`src/rtl/uart_pkg.sv`:
```
// Shared types and constants for the oversampling UART receiver (and later the transmitter).
// The FIFO entry layout is fixed here so both directions agree on it.
package uart_pkg;

   typedef enum logic [2:0] {
      IDLE,
      START,
      DATA,
      PARITY,
      STOP,
      BRK_WAIT
   } rx_state_t;

   typedef struct packed {
      logic       brk;
      logic       ferr;
      logic       perr;
      logic [7:0] data;
   } rx_entry_t;

   localparam int OVS        = 16;
   localparam int SAMPLE_LO  = 7;
   localparam int SAMPLE_MID = 8;
   localparam int SAMPLE_HI  = 9;
   localparam int ENTRY_W    = $bits(rx_entry_t);

   function automatic logic maj3(input logic a, input logic b, input logic c);
      return (a & b) | (a & c) | (b & c);
   endfunction

endpackage

```
`src/rtl/uart_fifo.sv`:
```
// Synchronous show-ahead FIFO: the head entry is read combinationally from storage.
// A push into a full FIFO is accepted only when a pop frees a slot in the same cycle.
module uart_fifo #(
   parameter int WIDTH = 8,
   parameter int DEPTH = 8
) (
   input  logic                   clk,
   input  logic                   rst,
   input  logic                   push,
   input  logic [WIDTH-1:0]       push_data,
   output logic                   full,
   input  logic                   pop,
   output logic [WIDTH-1:0]       head,
   output logic                   valid,
   output logic [$clog2(DEPTH):0] level
);

   localparam int AW = $clog2(DEPTH);
   localparam logic [AW-1:0] PTR_ONE = AW'(1);
   localparam logic [AW:0]   CNT_ONE = (AW+1)'(1);

   logic [WIDTH-1:0] mem [DEPTH];
   logic [AW-1:0]    wr_ptr_reg;
   logic [AW-1:0]    rd_ptr_reg;
   logic [AW:0]      count_reg;
   logic             do_push;
   logic             do_pop;

   assign valid   = (count_reg != '0);
   assign full    = (count_reg == (AW+1)'(DEPTH));
   assign level   = count_reg;
   assign do_pop  = pop & valid;
   assign do_push = push & (~full | do_pop);
   assign head    = valid ? mem[rd_ptr_reg] : '0;

   always_ff @(posedge clk) begin
      if (do_push) begin
         mem[wr_ptr_reg] <= push_data;
      end
   end

   // Pointers wrap naturally because DEPTH is a power of two.
   always_ff @(posedge clk or posedge rst) begin
      if (rst) begin
         wr_ptr_reg <= '0;
         rd_ptr_reg <= '0;
         count_reg  <= '0;
      end else begin
         if (do_push) begin
            wr_ptr_reg <= wr_ptr_reg + PTR_ONE;
         end
         if (do_pop) begin
            rd_ptr_reg <= rd_ptr_reg + PTR_ONE;
         end
         case ({do_push, do_pop})
            2'b10:   count_reg <= count_reg + CNT_ONE;
            2'b01:   count_reg <= count_reg - CNT_ONE;
            default: count_reg <= count_reg;
         endcase
      end
   end

endmodule

```
`src/rtl/uart_rx_ovs.sv`:
```
// UART receiver with 16x oversampling, 3-sample majority vote, parity/framing/break
// detection and a show-ahead FIFO of received characters.
module uart_rx_ovs
   import uart_pkg::*;
#(
   parameter int DIV_W       = 16,
   parameter int FIFO_DEPTH  = 8,
   parameter int SYNC_STAGES = 2
) (
   input  logic                        CLK,
   input  logic                        RESET,
   input  logic [DIV_W-1:0]            CFG_DIV,
   input  logic [1:0]                  CFG_DBITS,
   input  logic                        PARITY_EN,
   input  logic                        PARITY_ODD,
   input  logic                        RX,
   output logic [7:0]                  DATA,
   output logic                        PARITY_ERR,
   output logic                        FRAME_ERR,
   output logic                        BREAK,
   output logic                        VALID,
   input  logic                        READY,
   output logic [$clog2(FIFO_DEPTH):0] LEVEL,
   output logic                        OVERRUN,
   input  logic                        OVR_CLR
);

   rx_state_t              state_reg, state_next;
   logic [SYNC_STAGES-1:0] sync_reg;
   logic                   rx_prev_reg;
   logic [DIV_W-1:0]       presc_reg;
   logic [3:0]             tick_cnt_reg;
   logic                   s_lo_reg, s_mid_reg;
   logic [2:0]             bit_idx_reg;
   logic [7:0]             shift_reg;
   logic                   par_reg;
   logic [1:0]             dbits_reg;
   logic                   pen_reg, podd_reg;
   logic                   overrun_reg;

   logic       rx_s, counting, tick, at_lo, at_mid, at_hi, at_end;
   logic       vote, last_bit, push, fifo_full, drop;
   rx_entry_t  entry, head_entry;

   assign rx_s     = sync_reg[SYNC_STAGES-1];
   assign counting = (state_reg != uart_pkg::IDLE) && (state_reg != uart_pkg::BRK_WAIT);
   assign tick     = counting && (presc_reg >= CFG_DIV);
   assign at_lo    = tick && (tick_cnt_reg == 4'(SAMPLE_LO));
   assign at_mid   = tick && (tick_cnt_reg == 4'(SAMPLE_MID));
   assign at_hi    = tick && (tick_cnt_reg == 4'(SAMPLE_HI));
   assign at_end   = tick && (tick_cnt_reg == 4'(OVS - 1));
   assign vote     = maj3(s_lo_reg, s_mid_reg, rx_s);
   assign last_bit = (bit_idx_reg == (3'(dbits_reg) + 3'd4));

   // Entry fields are only meaningful in STOP at the mid-bit vote; push qualifies them.
   always_comb begin
      entry.data = shift_reg;
      entry.perr = pen_reg & ((^shift_reg ^ par_reg) != podd_reg);
      entry.ferr = ~vote;
      entry.brk  = ~vote & (shift_reg == 8'd0) & (~pen_reg | ~par_reg);
   end

   always_comb begin
      state_next = state_reg;
      push       = 1'b0;
      case (state_reg)
         uart_pkg::IDLE: begin
            if (rx_prev_reg && !rx_s) state_next = uart_pkg::START;
         end
         uart_pkg::START: begin
            if (at_hi && vote)  state_next = uart_pkg::IDLE;
            else if (at_end)    state_next = uart_pkg::DATA;
         end
         uart_pkg::DATA: begin
            if (at_end && last_bit) state_next = pen_reg ? uart_pkg::PARITY : uart_pkg::STOP;
         end
         uart_pkg::PARITY: begin
            if (at_end) state_next = uart_pkg::STOP;
         end
         uart_pkg::STOP: begin
            if (at_hi) begin
               push       = 1'b1;
               state_next = entry.brk ? uart_pkg::BRK_WAIT : uart_pkg::IDLE;
            end
         end
         uart_pkg::BRK_WAIT: begin
            if (rx_s) state_next = uart_pkg::IDLE;
         end
         default: state_next = uart_pkg::IDLE;
      endcase
   end

   always_ff @(posedge CLK or posedge RESET) begin
      if (RESET) begin
         state_reg   <= uart_pkg::IDLE;
         sync_reg    <= '1;
         rx_prev_reg <= 1'b1;
      end else begin
         state_reg   <= state_next;
         sync_reg    <= {sync_reg[SYNC_STAGES-2:0], RX};
         rx_prev_reg <= rx_s;
      end
   end

   always_ff @(posedge CLK or posedge RESET) begin
      if (RESET) begin
         presc_reg    <= '0;
         tick_cnt_reg <= '0;
         s_lo_reg     <= 1'b1;
         s_mid_reg    <= 1'b1;
         bit_idx_reg  <= '0;
         shift_reg    <= '0;
         par_reg      <= 1'b0;
         dbits_reg    <= '0;
         pen_reg      <= 1'b0;
         podd_reg     <= 1'b0;
      end else begin
         if (!counting) begin
            presc_reg    <= '0;
            tick_cnt_reg <= '0;
         end else if (tick) begin
            presc_reg    <= '0;
            tick_cnt_reg <= tick_cnt_reg + 4'd1;
         end else begin
            presc_reg    <= presc_reg + DIV_W'(1);
         end
         if (at_lo)  s_lo_reg  <= rx_s;
         if (at_mid) s_mid_reg <= rx_s;
         // Frame format is frozen at the start edge so mid-frame config writes are harmless.
         if (state_reg == uart_pkg::IDLE && state_next == uart_pkg::START) begin
            dbits_reg   <= CFG_DBITS;
            pen_reg     <= PARITY_EN;
            podd_reg    <= PARITY_ODD;
            shift_reg   <= '0;
            par_reg     <= 1'b0;
            bit_idx_reg <= '0;
         end
         if (state_reg == uart_pkg::DATA) begin
            if (at_hi)               shift_reg[bit_idx_reg] <= vote;
            if (at_end && !last_bit) bit_idx_reg <= bit_idx_reg + 3'd1;
         end
         if (state_reg == uart_pkg::PARITY && at_hi) par_reg <= vote;
      end
   end

   assign drop = push & fifo_full & ~(READY & VALID);

   // A new overrun outranks a simultaneous clear so the event is never lost.
   always_ff @(posedge CLK or posedge RESET) begin
      if (RESET) begin
         overrun_reg <= 1'b0;
      end else if (drop) begin
         overrun_reg <= 1'b1;
      end else if (OVR_CLR) begin
         overrun_reg <= 1'b0;
      end
   end

   uart_fifo #(
      .WIDTH (ENTRY_W),
      .DEPTH (FIFO_DEPTH)
   ) u_fifo (
      .clk       (CLK),
      .rst       (RESET),
      .push      (push),
      .push_data (entry),
      .full      (fifo_full),
      .pop       (READY),
      .head      (head_entry),
      .valid     (VALID),
      .level     (LEVEL)
   );

   assign DATA       = head_entry.data;
   assign PARITY_ERR = head_entry.perr;
   assign FRAME_ERR  = head_entry.ferr;
   assign BREAK      = head_entry.brk;
   assign OVERRUN    = overrun_reg;

endmodule

```
`config.mk`:
```
export PLATFORM = sky130hd
export DESIGN_NAME = uart_rx_ovs
export DESIGN_NICKNAME = d
export VERILOG_FILES = /design/src/rtl/uart_pkg.sv /design/src/rtl/uart_fifo.sv /design/src/rtl/uart_rx_ovs.sv
export SDC_FILE = /design/constraint.sdc
export NUM_CORES = 1
export LEC_CHECK = 0
export ABC_AREA = 1
export BUFFER_PORTS_ARGS = -buffer_cell sky130_fd_sc_hd__clkbuf_2
export CAP_MARGIN = 20
export CORE_MARGIN = 1
export CORE_UTILIZATION = 50
export CTS_CLUSTER_SIZE = 10
export DETAILED_ROUTE_END_ITERATION = 16
export GPL_ROUTABILITY_DRIVEN = 0
export GPL_TIMING_DRIVEN = 0
export PLACE_DENSITY = 0.67
export SLEW_MARGIN = 25
export SYNTH_ARGS = -nofsm -noshare
export SYNTH_HDL_FRONTEND = slang
export SYNTH_SLANG_ARGS = --single-unit
```
`constraint.sdc`:
```
create_clock -name CLK -period 3.9 [get_ports CLK]
set_input_delay 0.39 -clock CLK [delete_from_list [all_inputs] [get_ports CLK]]
set_output_delay 0.39 -clock CLK [all_outputs]
set_load 0.005 [all_outputs]
```
# ---- After elaboration in Yosys (flattened, before gate mapping)
# Memories as Yosys holds them, arrays and structs flattened.
# Cells that the tools add are included.
dict set report op_classes {
  addsub 8
  magnitude_cmp 3
  eq_ne 17
  mux 33
  bitwise_logic 20
  n_reduce_logical 23
}
# op n
set op_table {}
lappend op_table {{two-way mux 3 bit} 12}
lappend op_table {{two-way mux 16 bit} 2}
lappend op_table {{two-way mux 8 bit} 3}
lappend op_table {{one-hot mux 3 bit (6 select lines)} 1}
lappend op_table {{adder 16 x 1 -> 16 bit, second input constant} 1}
lappend op_table {{== test 4 bit, second input constant} 4}
lappend op_table {{>= comparator 16 bit} 1}
lappend op_table {{logical AND 1 bit} 13}
lappend op_table {{two-way mux 11 bit} 1}
lappend op_table {{bitwise AND 1 bit} 10}
lappend op_table {{adder 3 x 1 -> 3 bit, second input constant} 3}
lappend op_table {{two-way mux 1 bit} 9}
lappend op_table {{adder 4 x 1 -> 4 bit, second input constant} 2}
lappend op_table {{bitwise mux 8 bit} 1}
lappend op_table {{logical NOT 8 bit} 1}
lappend op_table {{two-way mux 4 bit} 2}
lappend op_table {{one-hot mux 4 bit (2 select lines)} 1}
lappend op_table {{parity 8 bit} 1}
lappend op_table {{== test 3 x 1 -> 1 bit, second input constant} 2}
lappend op_table {{== test 3 x 2 -> 1 bit, second input constant} 2}
lappend op_table {{== test 3 bit, second input constant} 2}
lappend op_table {{nonzero test 2 bit} 3}
lappend op_table {{inverter 1 bit} 5}
lappend op_table {{== test 4 x 3 -> 1 bit, second input constant} 1}
lappend op_table {{17 further kinds} 21}
dict set report word_totals {
  register_bits 55
  mem_bits_rw 88
  inputBits 25
  out_inout_bits 17
  elab_cells 122
  n_memories 1
}
# name depth word_bits rd rd_ports_with_merged_regs wr line
set mem_list {}
lappend mem_list {u_fifo.mem 8 11 1 0 1 uart_fifo.sv:22} ;# logic [WIDTH-1:0] mem [DEPTH];

# ---- Longest topological paths before layout
dict set report depth {
  ltp_word 15
  depth_mapped 23
  depth_no_buf 23
}

# ---- Modules after synthesis
# Synthesis repeated with hierarchy kept, for this count alone.
dict set report hier_totals {
  hier_cells 729
  area_unflattened_um2 7247.0
}
# module instances cells_per_inst area_per_inst_um2
set by_module_without_submodules {}
lappend by_module_without_submodules {uart_fifo 1 349 4185.3}
lappend by_module_without_submodules {uart_rx_ovs 1 380 3061.7}

# ---- Least setup slack after synthesis
# OpenSTA, ideal clock, no wires.
dict set report synth_timing {
  path_type {input port to flip-flop}
  startpoint {input CFG_DIV[7]}
  endpoint {register u_fifo.count_reg[3] (netlist: u_fifo.level[3])}
  setup_time_ns 0.122
  arrival_time_ns 2.657
  setup_slack_ns 1.121
  path_stages 22
  path_buffers 0
  cell_sequence {inv_1 ha_1 nand2_1 inv_2 nand2_2 nor2_1 nor2_1 nand2_1 nand2_2 nand2_4 nand2_4 inv_4 nand4_1 ha_1 ha_1 nand2_1 nor2_1 a211oi_1 nor2_1 nor2_1 nand2_1 xor2_1}
}
dict set report synth_via {
  elab_chain_len 8
  word_cells_on_any_way 10
  cone_classes {1 x order compare; 2 x eq/ne; 3 x mux; 1 x bitwise; 3 x reduce/logical}
}
# element line
set synth_lines {}
lappend synth_lines {{start: declaration} uart_rx_ovs.sv:12} ;# input logic [DIV_W-1:0] CFG_DIV,
lappend synth_lines {{>= comparator 16 bit *} uart_rx_ovs.sv:47} ;# assign tick = counting && (presc_reg >= CFG_DIV);
lappend synth_lines {{logical AND 1 bit *} uart_rx_ovs.sv:47}
lappend synth_lines {{logical AND 1 bit *} uart_rx_ovs.sv:50} ;# assign at_hi = tick && (tick_cnt_reg == 4'(SAMPLE_HI));
lappend synth_lines {{two-way mux 1 bit *} uart_rx_ovs.sv:81} ;# if (at_hi) begin
lappend synth_lines {{two-way mux 1 bit *} uart_rx_ovs.sv:66} ;# case (state_reg)
lappend synth_lines {{bitwise AND 1 bit *} uart_fifo.sv:33} ;# assign do_push = push & (~full | do_pop);
lappend synth_lines {{== test 2 x 1 -> 1 bit / == test 2 bit (equally long branches)} uart_fifo.sv:55} ;# case ({do_push, do_pop})
lappend synth_lines {{one-hot mux 4 bit (2 select lines) / nonzero test 2 bit (equally long branches)} -}
lappend synth_lines {{end signal: assignment} uart_fifo.sv:56} ;# 2'b10: count_reg <= count_reg + CNT_ONE;
lappend synth_lines {{end signal: assignment} uart_fifo.sv:57} ;# 2'b01: count_reg <= count_reg - CNT_ONE;
lappend synth_lines {{end signal: assignment} uart_fifo.sv:58} ;# default: count_reg <= count_reg;
lappend synth_lines {{end: declaration} uart_fifo.sv:25} ;# logic [AW:0] count_reg;
# Every way passes the cells marked *; elsewhere a longest branch is shown, timed or not.
# A chain may end at the register's enable or synchronous reset.

# ---- Worst setup path in the final report
dict set report layout_timing {
  startpoint {register presc_reg[7]}
  endpoint {register u_fifo.count_reg[3] (netlist: u_fifo.level[3])}
}
dict set report layout_via {
  elab_chain_len 8
  word_cells_on_any_way 10
  cone_classes {1 x order compare; 2 x eq/ne; 3 x mux; 1 x bitwise; 3 x reduce/logical}
}
# element line
set layout_lines {}
lappend layout_lines {{start: declaration} uart_rx_ovs.sv:31} ;# logic [DIV_W-1:0] presc_reg;
lappend layout_lines {{start signal: assignment} uart_rx_ovs.sv:125} ;# presc_reg <= presc_reg + DIV_W'(1);
lappend layout_lines {{>= comparator 16 bit *} uart_rx_ovs.sv:47}
lappend layout_lines {{logical AND 1 bit *} uart_rx_ovs.sv:47}
lappend layout_lines {{logical AND 1 bit *} uart_rx_ovs.sv:50}
lappend layout_lines {{two-way mux 1 bit *} uart_rx_ovs.sv:81}
lappend layout_lines {{two-way mux 1 bit *} uart_rx_ovs.sv:66}
lappend layout_lines {{bitwise AND 1 bit *} uart_fifo.sv:33}
lappend layout_lines {{== test 2 x 1 -> 1 bit / == test 2 bit (equally long branches)} uart_fifo.sv:55}
lappend layout_lines {{one-hot mux 4 bit (2 select lines) / nonzero test 2 bit (equally long branches)} -}
# Marked as above.

==> results.md <==
- Entering global routing, the biggest net connects 49 pins.
- The Yosys step of the flow raised 0 warnings.
- The mean routed wirelength per cell is 15.8 um.
- TritonCTS built the clock tree.
- The number of pins with negative max-slew slack in the final report came to 0.
- The capture point of the worst path is u_fifo.level[3].
- The kind of end point of the critical path is a flip-flop.
- The path depth of the worst reg2reg path is 21.
- In the routed layout, each cell is associated on average with a via count of 5.36.
- The total count of hold-check failures in the final report is 0.
- The accumulated negative setup slack is 0 ns.
- The synthesis-to-layout area growth is 15.2%.
- The final layout contains routed wiring with a total length of 14.9 mm.
- The biggest cell delay along the critical path is 0.44 ns.
- At the pin with the least slew margin, the transition time is 1.01 ns.
- The post-DP HPWL is 10.1 mm.
- The total number of placement rows is 42.
- The final layout contains 810 nets.
- The area inside the core boundary is 13300 sq um.
- Among all flip-flop cells after synthesis, the most frequent one is edfxtp_1.
- Buffers added to address setup during post-CTS repair amount to 0.
- The largest vdd supply drop is 0.325 mV.
- The run finished with clean final reports.
- The synthesized design contains 143 register bits.
- Excluding fillers, the count of instances in the completed layout stands at 943.
- Yosys attributes the largest share of cell area to edfxtp_1 38%, dfrtp_1 18%, nor2_1 5.9%, ha_1 5.5%, o21ai_0 5.2%.
- The clock net in this run drives a total of 143 sinks.
- The number of antenna violations at the first check in global routing was 0.
- In this run the mean area of a mapped cell was 9.94 sq um.
- The signal on the critical path passes through ha_1 > nand2_1 > inv_2 > nand2_2 > nor2_1 > nor2_1 > nand2_1 > nand2_2 > nand2_4 > nand2_4 > inv_4 > nand4_1 > ha_1 > ha_1 > nand2_1 > nor2_1 > a211oi_1 > nor2_1 > nor2_1 > nand2_1 > xor2_1.
- STA puts the critical path data required time at 4.21 ns.
- Counting instances in the post-synthesis netlist gives the leading cell types as 108 x nor2_1, 94 x nand2_1, 88 x edfxtp_1, 78 x inv_1, 72 x o21ai_0.
- The maximum achievable frequency is 304 MHz.
- The quantity of I/O buffers inserted on ports is 41.
- The first global-routing pass estimated 24.3 mm of wire.
- Measured against its own limit, the worst slew margin works out to 32.2%.
- The critical path runs through a total of 21 cells.
- Synthesis produced 692 cells.
- The startpoint of the worst register-to-register path is presc_reg[7].
- The endpoint of the lowest-slack register-to-register path is u_fifo.level[3].
- The final count of negative-setup-slack endpoints is 0.
- The critical path in this run is classified as reg -> reg.
- Of all flip-flops after synthesis, the portion carrying an async set or reset was 38.5%.
- The initial utilization of the core area, before any placement, comes to 51.5%.
- The total instance count after detailed placement is 910.
- Of the available clock period, the critical path in the final layout requires 84.3%.
- Summed over all instances, the cell type with the most area after synthesis is edfxtp_1.
- The initial detailed-routing violation count is 478.
- The leftover overflow at the end of global routing is 0.
- Gates resized during post-CTS repair numbered 0.
- The number of antenna cells inserted is 0.
- The via total after detailed routing is 5057.
- The analysis attributes to cell leakage a power of 3.42 nW.
- From bottom edge to top edge, the die measures 119 um.
- The most frequent cell on the critical path is nor2_1.
- The synthesized netlist contains 39 unique library cells.
- The number of global-route vias before repair came to 4820.
- The path type of the worst min-delay path is in -> reg.
- The full die area is 14200 sq um.
- Across every metal layer, demand over resource in global routing totals 22.7%.
- The share of synthesized area occupied by flip-flops and latches is 58.5%.
- The data arrival at the endpoint of the critical path is 3.59 ns.
- The count of nets left with antenna violations once routing finished came out at 0.
- The level count of the clock H-tree is 4.
- Setup repair after global routing left no endpoint under its margin.
- Clock tree synthesis inserted a total of 17 buffers.
- The top cell type by area accounts for 38.4% of the synthesized area.
- In this run the worst path has a maximum fanout of 8.
- On the critical path, the stage with the largest delay is an instance of dfrtp_1.
- The first-pass iteration count of the detailed router is 5.
- The clock latency on the worst-skew pair is 0.42 ns.
- Clock-pin slew was measured on the worst setup and hold paths at 0.06 ns.
- The worst setup path startpoint is presc_reg[7].
- The tree is rooted in a clkbuf_16.
- After detailed routing, the number of remaining DRC violations is 0.
- The cell area after synthesis is 6880 sq um.
- The cell family contributing the most delay on the critical path is simple AND/OR/NAND/NOR gates.
- The post-route minimum period is 3.29 ns.
- Dividing total power by cell area gives a power density of 601 nW/um^2.
- The number of nets handed over by synthesis was 748.
- In this run, synthesis inferred 88 flip-flops with an integrated enable.
- Counting the fill cells in the layout gives 1095.
- For flop-to-flop paths, the worst setup slack is 0.61 ns.
- STA classifies the critical path startpoint as a flip-flop.
- The number of flip-flops in the largest register is 88.
- The worst path buffer plus inverter count is 2.
- The tool flagged a number of max-cap violations equal to 0.
- From left edge to right edge, the die measures 119 um.
- The longest clock path from root to sink contains 2 buffers.
- nor2_1 is the most common cell in the netlist.
- The total I/O pin count is 42.
- The fraction of layout instances using a drive strength above 1 is 14.6%.
- The largest clock skew in the final design is 0.00670 ns.
-- how the worst min path moves through the flow --
stage,slack [ns],endpoint,depth (start not counted),start
after floorplan,0.35,sync_reg[1],0,sync_reg[0]
final,0.05,sync_reg[0],1,RX
after CTS,0.04,sync_reg[0],1,RX
after detailed placement,0.29,u_fifo.level[1],2,RESET
after global placement,0.35,sync_reg[1],0,sync_reg[0]
after global routing,0.04,sync_reg[0],1,RX
-- cells by family (layout without fill, tap and decap cells) --
family                   after synthesis  after routing  synth area share (%)
AO/OA/AOI/OAI                        119            119                  9.31
XOR/XNOR                              19             19                  2.42
adder cells (fa/ha/maj)               31             31                  5.75
buffers and inverters                102            177                  5.73
flip-flops                           143            143                  58.5
AND/OR/NAND/NOR                      278            278                  18.3
-- cell type report --
type	count	area [sq um]	area share [%]
buffer	18	76.3	0.963
multi-input combinational	447	2470	31.1
timing repair buffer	43	243	3.06
clock buffer	18	429	5.42
inverter	84	320	4.04
sequential	143	4030	50.8
tap	176	220	2.78
clock inverter	14	144	1.82
-- metal layers --
layer / GRT usage (%) / wire length (um)
met5: 0 / 0
met4: 9.49 / 279
met3: 4.69 / 833
met2: 37.4 / 7200
met1: 29.0 / 6550
-- placed cells by master (no fill, tap or decap), drive strengths merged, types with 2 or more instances in the layout --
cell type and instances:
nor2 118, nand2 100, edfxtp 88, inv 85, o21ai 74, clkbuf 71, dfrtp 50, nand3 34
ha 30, a21oi 16, xor2 14, o22ai 13, nand4 12, a31oi 11, nor3 8, buf 7
clkinv 7, xnor2 5, dfstp 5, clkinvlp 4, nor4 4, o21a 2, bufinv 2
-- timing repair --
item,4_1_cts,5_1_grt
setup endpoints to repair,0,0
hold buffers,1,0
hold endpoints to repair,7,0
-- power breakdown --
part | switching (W) | internal (W) | total, W
registers | 0.0000858 | 0.00170 | 0.00179
logic | 0.000910 | 0.000505 | 0.00142
clock network | 0.000621 | 0.000937 | 0.00156
total | 0.00162 | 0.00314 | 0.00476
-- through the flow --
step | total power, W | utilization (%) | hold WS, ns | instance area, sq um | setup slack (ns)
3_3_place_gp | 0.00317 | 54.7 | 0.348 | 7300 | 0.635
3_5_place_dp | 0.00323 | 55.0 | 0.286 | 7340 | 0.606
6_report | 0.00476 | 59.4 | 0.0549 | 7920 | 0.614
4_1_cts | 0.00479 | 59.3 | 0.0425 | 7920 | 0.631
2_1_floorplan | 0.00273 | - | 0.345 | 6880 | 1.12
5_1_grt | 0.00502 | 59.4 | 0.0414 | 7920 | 0.330
No activity file was read; power rests on OpenSTA's default activity.
